==> config.mk <==
export PLATFORM = sky130hd
export DESIGN_NAME = pc_sequencer
export DESIGN_NICKNAME = d
export VERILOG_FILES = /design/src/rtl/pc_sequencer.sv
export SDC_FILE = /design/constraint.sdc
export NUM_CORES = 1
export LEC_CHECK = 0
export ABC_AREA = 0
export ABC_CLOCK_PERIOD_IN_PS = 2700
export CAP_MARGIN = 20
export CORE_MARGIN = 4
export CORE_UTILIZATION = 30
export DETAILED_ROUTE_END_ITERATION = 12
export DONT_BUFFER_PORTS = 1
export GPL_TIMING_DRIVEN = 0
export PLACE_DENSITY_LB_ADDON = 0.25
export RECOVER_POWER = 25
export SYNTH_ARGS = -nofsm -noshare
export SYNTH_HDL_FRONTEND = slang
export SYNTH_SLANG_ARGS = --single-unit
==> constraint.sdc <==
create_clock -name clk -period 2.7 [get_ports clk]
set_input_delay 0.135 -clock clk [delete_from_list [all_inputs] [get_ports clk]]
set_output_delay 0.135 -clock clk [all_outputs]
set_load 0.01 [all_outputs]
==> src/rtl/pc_sequencer.sv <==
// pc_sequencer: program-counter sequencer for the fetch/execute boundary.
// Covers sequential, relative, absolute, trap-entry and trap-return flows.
// It detects misaligned targets and captures the exception PC and faulting address.
// Optional return-address stack: define PC_RAS_EN.
`ifndef PROGRAM_BASE_ADDR
`define PROGRAM_BASE_ADDR 32'h0000_0000
`endif

module pc_sequencer #(
  parameter int unsigned XLEN = 32,
  parameter logic [XLEN-1:0] RESET_VECTOR = XLEN'(`PROGRAM_BASE_ADDR),
  parameter logic [XLEN-1:0] TRAP_VECTOR = XLEN'(32'h0000_0100),
  parameter int unsigned RAS_DEPTH = 4
) (
  input  logic            clk,
  input  logic            rstn,
  input  logic            advance,
  input  logic [2:0]      cmd,
  input  logic [XLEN-1:0] operand,
  output logic [XLEN-1:0] pc,
  output logic [XLEN-1:0] epc,
  output logic [XLEN-1:0] tval,
  output logic            misaligned,
  output logic            ras_empty
);

  typedef enum logic [2:0] {
    CMD_SEQ      = 3'd0,
    CMD_REL      = 3'd1,
    CMD_ABS      = 3'd2,
    CMD_TRAP     = 3'd3,
    CMD_MRET     = 3'd4,
    CMD_CALL_REL = 3'd5,
    CMD_CALL_ABS = 3'd6,
    CMD_RET      = 3'd7
  } cmd_e;

  // Elaboration-time sanity checks on the configuration.
  if (RAS_DEPTH < 2 || (RAS_DEPTH & (RAS_DEPTH - 1)) != 0) begin : g_bad_ras_depth
    $error("pc_sequencer: RAS_DEPTH must be a power of two >= 2");
  end
  if (TRAP_VECTOR[1:0] != 2'b00) begin : g_bad_trap_vector
    $error("pc_sequencer: TRAP_VECTOR must be 4-aligned");
  end

  logic [XLEN-1:0] pc_q, pc_d;
  logic [XLEN-1:0] epc_q, epc_d;
  logic [XLEN-1:0] tval_q, tval_d;
  logic            misaligned_q, misaligned_d;
  logic [XLEN-1:0] target;
  logic [XLEN-1:0] operand_even;
  logic            check_align;

  assign operand_even = {operand[XLEN-1:1], 1'b0};

`ifdef PC_RAS_EN
  localparam int unsigned PTR_W = $clog2(RAS_DEPTH);
  localparam int unsigned CNT_W = $clog2(RAS_DEPTH + 1);

  logic [XLEN-1:0]  ras_q [RAS_DEPTH];
  logic [XLEN-1:0]  ras_d [RAS_DEPTH];
  logic [PTR_W-1:0] wr_ptr_q, wr_ptr_d;
  logic [CNT_W-1:0] cnt_q, cnt_d;
  logic             ras_empty_q, ras_empty_d;
  logic             ras_hit;
  logic [XLEN-1:0]  ras_top;
  logic             do_push, do_pop;

  assign ras_hit = (cnt_q != '0);
  assign ras_top = ras_q[wr_ptr_q - PTR_W'(1)];
`endif

  // Next-state: target select, alignment trap and RAS push/pop decisions.
  always_comb begin
    pc_d         = pc_q;
    epc_d        = epc_q;
    tval_d       = tval_q;
    misaligned_d = 1'b0;
    target       = pc_q + XLEN'(4);
    check_align  = 1'b0;
`ifdef PC_RAS_EN
    do_push      = 1'b0;
    do_pop       = 1'b0;
`endif

    case (cmd_e'(cmd))
      CMD_SEQ:                  target = pc_q + XLEN'(4);
      CMD_REL, CMD_CALL_REL: begin
        target      = pc_q + operand;
        check_align = 1'b1;
      end
      CMD_ABS, CMD_CALL_ABS: begin
        target      = operand_even;
        check_align = 1'b1;
      end
      CMD_TRAP:                 target = TRAP_VECTOR;
      CMD_MRET:                 target = epc_q;
      CMD_RET: begin
`ifdef PC_RAS_EN
        target      = ras_hit ? ras_top : operand_even;
`else
        target      = operand_even;
`endif
        check_align = 1'b1;
      end
      default:                  target = pc_q + XLEN'(4);
    endcase

    if (advance) begin
      if (cmd_e'(cmd) == CMD_TRAP) begin
        pc_d   = TRAP_VECTOR;
        epc_d  = pc_q;
        tval_d = '0;
      end else if (check_align && (target[1:0] != 2'b00)) begin
        // Misaligned target: enter the trap vector, stack left untouched.
        pc_d         = TRAP_VECTOR;
        epc_d        = pc_q;
        tval_d       = target;
        misaligned_d = 1'b1;
      end else begin
        pc_d = target;
`ifdef PC_RAS_EN
        do_push = (cmd_e'(cmd) == CMD_CALL_REL) || (cmd_e'(cmd) == CMD_CALL_ABS);
        do_pop  = (cmd_e'(cmd) == CMD_RET) && ras_hit;
`endif
      end
    end
  end

`ifdef PC_RAS_EN
  // RAS next-state: circular buffer, oldest entry overwritten when full.
  always_comb begin
    ras_d    = ras_q;
    wr_ptr_d = wr_ptr_q;
    cnt_d    = cnt_q;
    if (do_push) begin
      ras_d[wr_ptr_q] = pc_q + XLEN'(4);
      wr_ptr_d        = wr_ptr_q + PTR_W'(1);
      if (cnt_q != CNT_W'(RAS_DEPTH)) cnt_d = cnt_q + CNT_W'(1);
    end else if (do_pop) begin
      wr_ptr_d = wr_ptr_q - PTR_W'(1);
      cnt_d    = cnt_q - CNT_W'(1);
    end
    ras_empty_d = (cnt_d == '0);
  end

  // RAS storage and occupancy registers.
  always_ff @(posedge clk) begin
    if (!rstn) begin
      for (int i = 0; i < int'(RAS_DEPTH); i++) ras_q[i] <= '0;
      wr_ptr_q    <= '0;
      cnt_q       <= '0;
      ras_empty_q <= 1'b1;
    end else begin
      ras_q       <= ras_d;
      wr_ptr_q    <= wr_ptr_d;
      cnt_q       <= cnt_d;
      ras_empty_q <= ras_empty_d;
    end
  end

  assign ras_empty = ras_empty_q;
`else
  assign ras_empty = 1'b1;
`endif

  // PC, exception-capture and fault-pulse registers.
  always_ff @(posedge clk) begin
    if (!rstn) begin
      pc_q         <= RESET_VECTOR;
      epc_q        <= '0;
      tval_q       <= '0;
      misaligned_q <= 1'b0;
    end else begin
      pc_q         <= pc_d;
      epc_q        <= epc_d;
      tval_q       <= tval_d;
      misaligned_q <= misaligned_d;
    end
  end

  assign pc         = pc_q;
  assign epc        = epc_q;
  assign tval       = tval_q;
  assign misaligned = misaligned_q;

endmodule

**Word-level counts from Yosys, hierarchy flattened**

Index checks and enable logic that the tools add are counted.

- $add $sub $neg: 2
- Multipliers: 0
- Divide/modulo/power cells: 0
- $lt $le $gt $ge: 0
- Eq/ne operators: 7
- Shift-type cells: 0
- Mux-type cells: 9
- Bitwise logic cells: 2
- Reduce and logical (&&, ||, !) cells: 9

Operator list:

| operator | number |
|---|---|
| $mux W32 | 6 |
| $pmux W32 S5 | 1 |
| $add A32 B3 Y32 const B | 1 |
| $add A32 B32 Y32 | 1 |
| $eq A3 B3 Y1 const B | 4 |
| $eq A3 B2 Y1 const B | 2 |
| $reduce_or A3 Y1 | 2 |
| $reduce_or A5 Y1 | 1 |
| $reduce_bool A2 Y1 | 2 |
| $eq A3 B1 Y1 const B | 1 |
| $logic_not A3 Y1 | 1 |
| $mux W1 | 2 |
| $not A1 Y1 | 2 |
| $reduce_and A2 Y1 | 1 |
| $reduce_or A2 Y1 | 1 |
| $logic_and A1 B1 Y1 | 1 |

- Flip-flop bits (word level): 97
- Bits in latches: 0
- Bits in writable memories: 0
- ROM bits: 0
- Bits of input ports: 38
- Logic and storage cells: 33
- Memories kept: 0

**Longest topological paths before layout**

- Depth after elaboration: 7
- Mapped depth: 12

**Worst setup path before layout**

OpenSTA, ideal clock, no wires.

- Kind: flip-flop to flip-flop
- Start: reg pc_q[0], in the netlist pc[0]
- End: reg pc_q[29], in the netlist pc[29]
- Setup time: 0.059 ns
- Arrival time: 2.678 ns
- Data required time: 2.641 ns
- Path slack: -0.037 ns
- Cell stages (with the launch flop): 12
- Clock period less this slack: 2.737 ns
- Path through: dfxtp_1 ha_1 inv_1 fa_1 nor2b_1 a2111oi_4 o21bai_4 a21oi_4 nand2_1 or3_1 mux2_2 nand2_1

- Cells in the longest elaborated chain, start to end: 6
- Elaborated cells between the ends (all ways): 7
- Those cells by class: add/sub: 2; mux: 3; reduce/logical: 2

RTL lines:

| item | RTL line | text |
|---|---|---|
| start: declaration | 46 | `logic [XLEN-1:0] pc_q, pc_d;` |
| start signal: assignment | 175 | `pc_q <= pc_d;` |
| $add A32 B32 Y32 / $add A32 B3 Y32 (equally long branches) | - |  |
| $pmux W32 S5 * | 86 | `case (cmd_e'(cmd))` |
| $reduce_bool A2 Y1 | 114 | `end else if (check_align && (target[1:0] != 2'b00)) begin` |
| $logic_and A1 B1 Y1 | 114 |  |
| $mux W32 * | 114 |  |
| $mux W32 * | 110 | `if (cmd_e'(cmd) == CMD_TRAP) begin` |

Mark *: on every way between the ends. The rest lies on a longest branch, timed or not.
A chain may end at the register's enable or synchronous reset.

**Worst setup path in the final report**

Ends and elaborated chain as after synthesis.

==> reports/results.ini <==
[status]
run_status=finished, violations left
violations=hold timing, setup timing

[floorplanning]
die_area_sq_um=24090
rows=53
ios=136
die_h_microns=155.2
start_util_pct=30.73
die_w_microns=155.2
core_area_sq_um=21150

[drt]
vias_per_cell=5.758
ant_nets=0
drc=0
vias=6483
drt_pass1_iterations=8
post_drt_wl_per_cell_microns=23.65
drt-initial-drc-count=611
drt-total-wl_mm=26.63

[run]
drv_cap=0

[worst_setup_path]
worstSetupPathType=reg2reg
reg2reg_depth=11
crit_path_end=pc[29]
critPathLaunchType=register
crit_fanout=6
worst_setup_path_end_kind=register
reg2reg_to=pc[29]
r2r_slack_ns=-0.007
startpoint=pc[0]
r2r_start=pc[0]
crit_required_ns=3.01
crit_arrival_ns=3.02

[yosys]
ys_warn_count=0
synth.yosys.seq_area_share_pct=29.87
synth_cell_types=70
avgSynthCellArea_sq_um=7.850
syn-num-nets=903
synth_edf_count=0
synthArstFlopShare_pct=0
synthCells=828
synth_flop_cell=dfxtp_1
syn_area_sq_um=6500
synth-seq-cells=97

[clock_network]
cts_tree=yes
cts.path.max_buffers=2
clkSinkCount=97
h-tree-depth=3
numCtsBuffers=9
clkLatencyLatePin_ns=0.36
clkTransAtPathRegs_ns=0.07
hold_buffers=0
cts.root.buffer_cell=clkbuf_16

[timing]
drv_slew=0
hold_viol=1
whs_ns=-0.009533
finalSetupTns_ns=-0.007280
rsz0062_at_grt=true
fmax_mhz=369.4
fin_crit_sh_pct=100.3
period_needed_ns=2.707
slew-limit-headroom_pct=38.50
clock_skew_ns=0.01006
timing.final.ws_setup_ns=-0.007280
finalSetupViolations=1
worst_slew_pin_slew_ns=0.9225

[layout]
area_delta_synth_final_pct=18.38
num_antenna_cells=0
nets=921
n_fill_cell=2215
fin_cells=1126
drive_above_1_share_pct=16.33

[pwr]
ir_drop_mv=0.3243
leakagePower_uw=0.002771
p_per_area_nw_per_um2=534.9

[global_route]
grt_pass1_vias=6266
grt_pass1_wl_mm=39.32
antenna_found_initial=0
overflow=0
track_usage_pct=21.39
grt_max_degree=17

[place]
gp_congestion=0.9178
post-dp-hpwl_mm=19.95
io_buffers=0
placed_cells=1103

[min_path]
hold_path_class=in2reg

## layout make-up
| type | count | area, sq um | share of cell area [%] |
|---|---|---|---|
| tap | 275 | 344.1 | 4.472 |
| buffer | 43 | 234.0 | 3.041 |
| clock inverter | 7 | 95.09 | 1.236 |
| clock buffer | 9 | 225.2 | 2.927 |
| multi-input combinational | 663 | 4628 | 60.15 |
| timing repair buffer | 14 | 110.1 | 1.431 |
| sequential | 97 | 1991 | 25.87 |
| inverter | 18 | 67.56 | 0.8780 |
## power breakdown
group / total, uW / internal (uW) / switching, uW
registers: 1630 / 1490 / 140
clock network: 1460 / 814 / 646
logic: 1020 / 388 / 636
total: 4120 / 2690 / 1420
## per-layer routing
metal / GRT usage, % / wire length [microns] / vias up
li1: - / - / 3067
met1: 28.50 / 11410 / 3122
met2: 33.15 / 11820 / 250
met3: 7.065 / 2738 / 44
met4: 6.128 / 672 / 0
met5: 0 / 0 / -
## per-stage QoR
step	setup WS (ns)	cell area, sq um	utilization (%)	total power (uW)
2_1_floorplan	0.05162	6501	-	2259
3_3_place_gp	-0.7778	6845	32.36	2555
3_5_place_dp	-0.7674	6845	32.36	2553
4_1_cts	0.002742	7422	35.09	4057
5_1_grt	-0.08433	7695	36.38	4288
6_report	-0.007280	7695	36.38	4116
## worst min path at each step
stage                     slack [ns]  cells after the start  startpoint          to
final                          -0.01                      2        rstn      pc[31]
after global routing           -0.01                      2        rstn    tval[31]
after CTS                      0.002                      2        rstn      pc[31]
after detailed placement        0.44                      0  misaligned  misaligned
after global placement          0.44                      0  misaligned  misaligned
after floorplan                 0.37                      2        rstn      pc[31]
## logic make-up after synthesis
family	share of synthesized area, %
AND/OR/NAND/NOR	20.31
adder cells (fa/ha/maj)	7.238
other	0.05769
flip-flops	29.87
buffers and inverters	4.273
multiplexers	0.7892
AO/OA/AOI/OAI	30.99
XOR/XNOR	6.468
## synth_stat cells, types with 13 or more instances
library cell / n / area, sq um
a221oi_1: 13 / 113.9
dfxtp_1: 97 / 1942
nor2_1: 32 / 120.1
inv_1: 17 / 63.81
xnor2_1: 22 / 192.7
xor2_1: 26 / 227.7
a21oi_1: 64 / 320.3
a21boi_0: 38 / 285.3
ha_1: 36 / 450.4
clkbuf_1: 38 / 142.6
and2_1: 16 / 100.1
a22o_1: 20 / 175.2
nand2_1: 145 / 544.3
nand4_1: 19 / 118.9
o21ai_0: 60 / 300.3
nand3_1: 22 / 110.1
## critical path, stage by stage, from the launching register on
cell and delay, ns:
dfxtp_4 0.41, ha_4 0.16, inv_2 0.04, fa_2 0.52, nor2b_2 0.05, a2111oi_4 0.34, o21bai_4 0.15, a21oi_4 0.21
nand2_2 0.11, or3_1 0.32, mux2_4 0.28, nand2_1 0.05
## what timing repair did
item	4_1_cts	5_1_grt
pin swaps	7	10
endpoints found under the setup margin	81	86
endpoints found under the hold margin	0	2
resized for setup	71	75
buffers inserted	6	8
## flip-flops by register name, indices dropped and copies added, names as in the netlist
register / cells
epc: 32
misaligned: 1
pc: 32
tval: 32
## cell usage in the layout (no fill, tap or decap), types with 20 or more instances in the layout
cell type / Yosys / routed
xor2_1: 26 / 26
a21oi_1: 64 / 50
clkbuf_1: 38 / 24
nand3_1: 22 / 21
nand2_1: 145 / 143
a22o_1: 20 / 20
xnor2_1: 22 / 22
a21boi_0: 38 / 38
ha_1: 36 / 26
dfxtp_1: 97 / 76
nor2_1: 32 / 27
o21ai_0: 60 / 53
No activity file was read; power rests on OpenSTA's default activity.
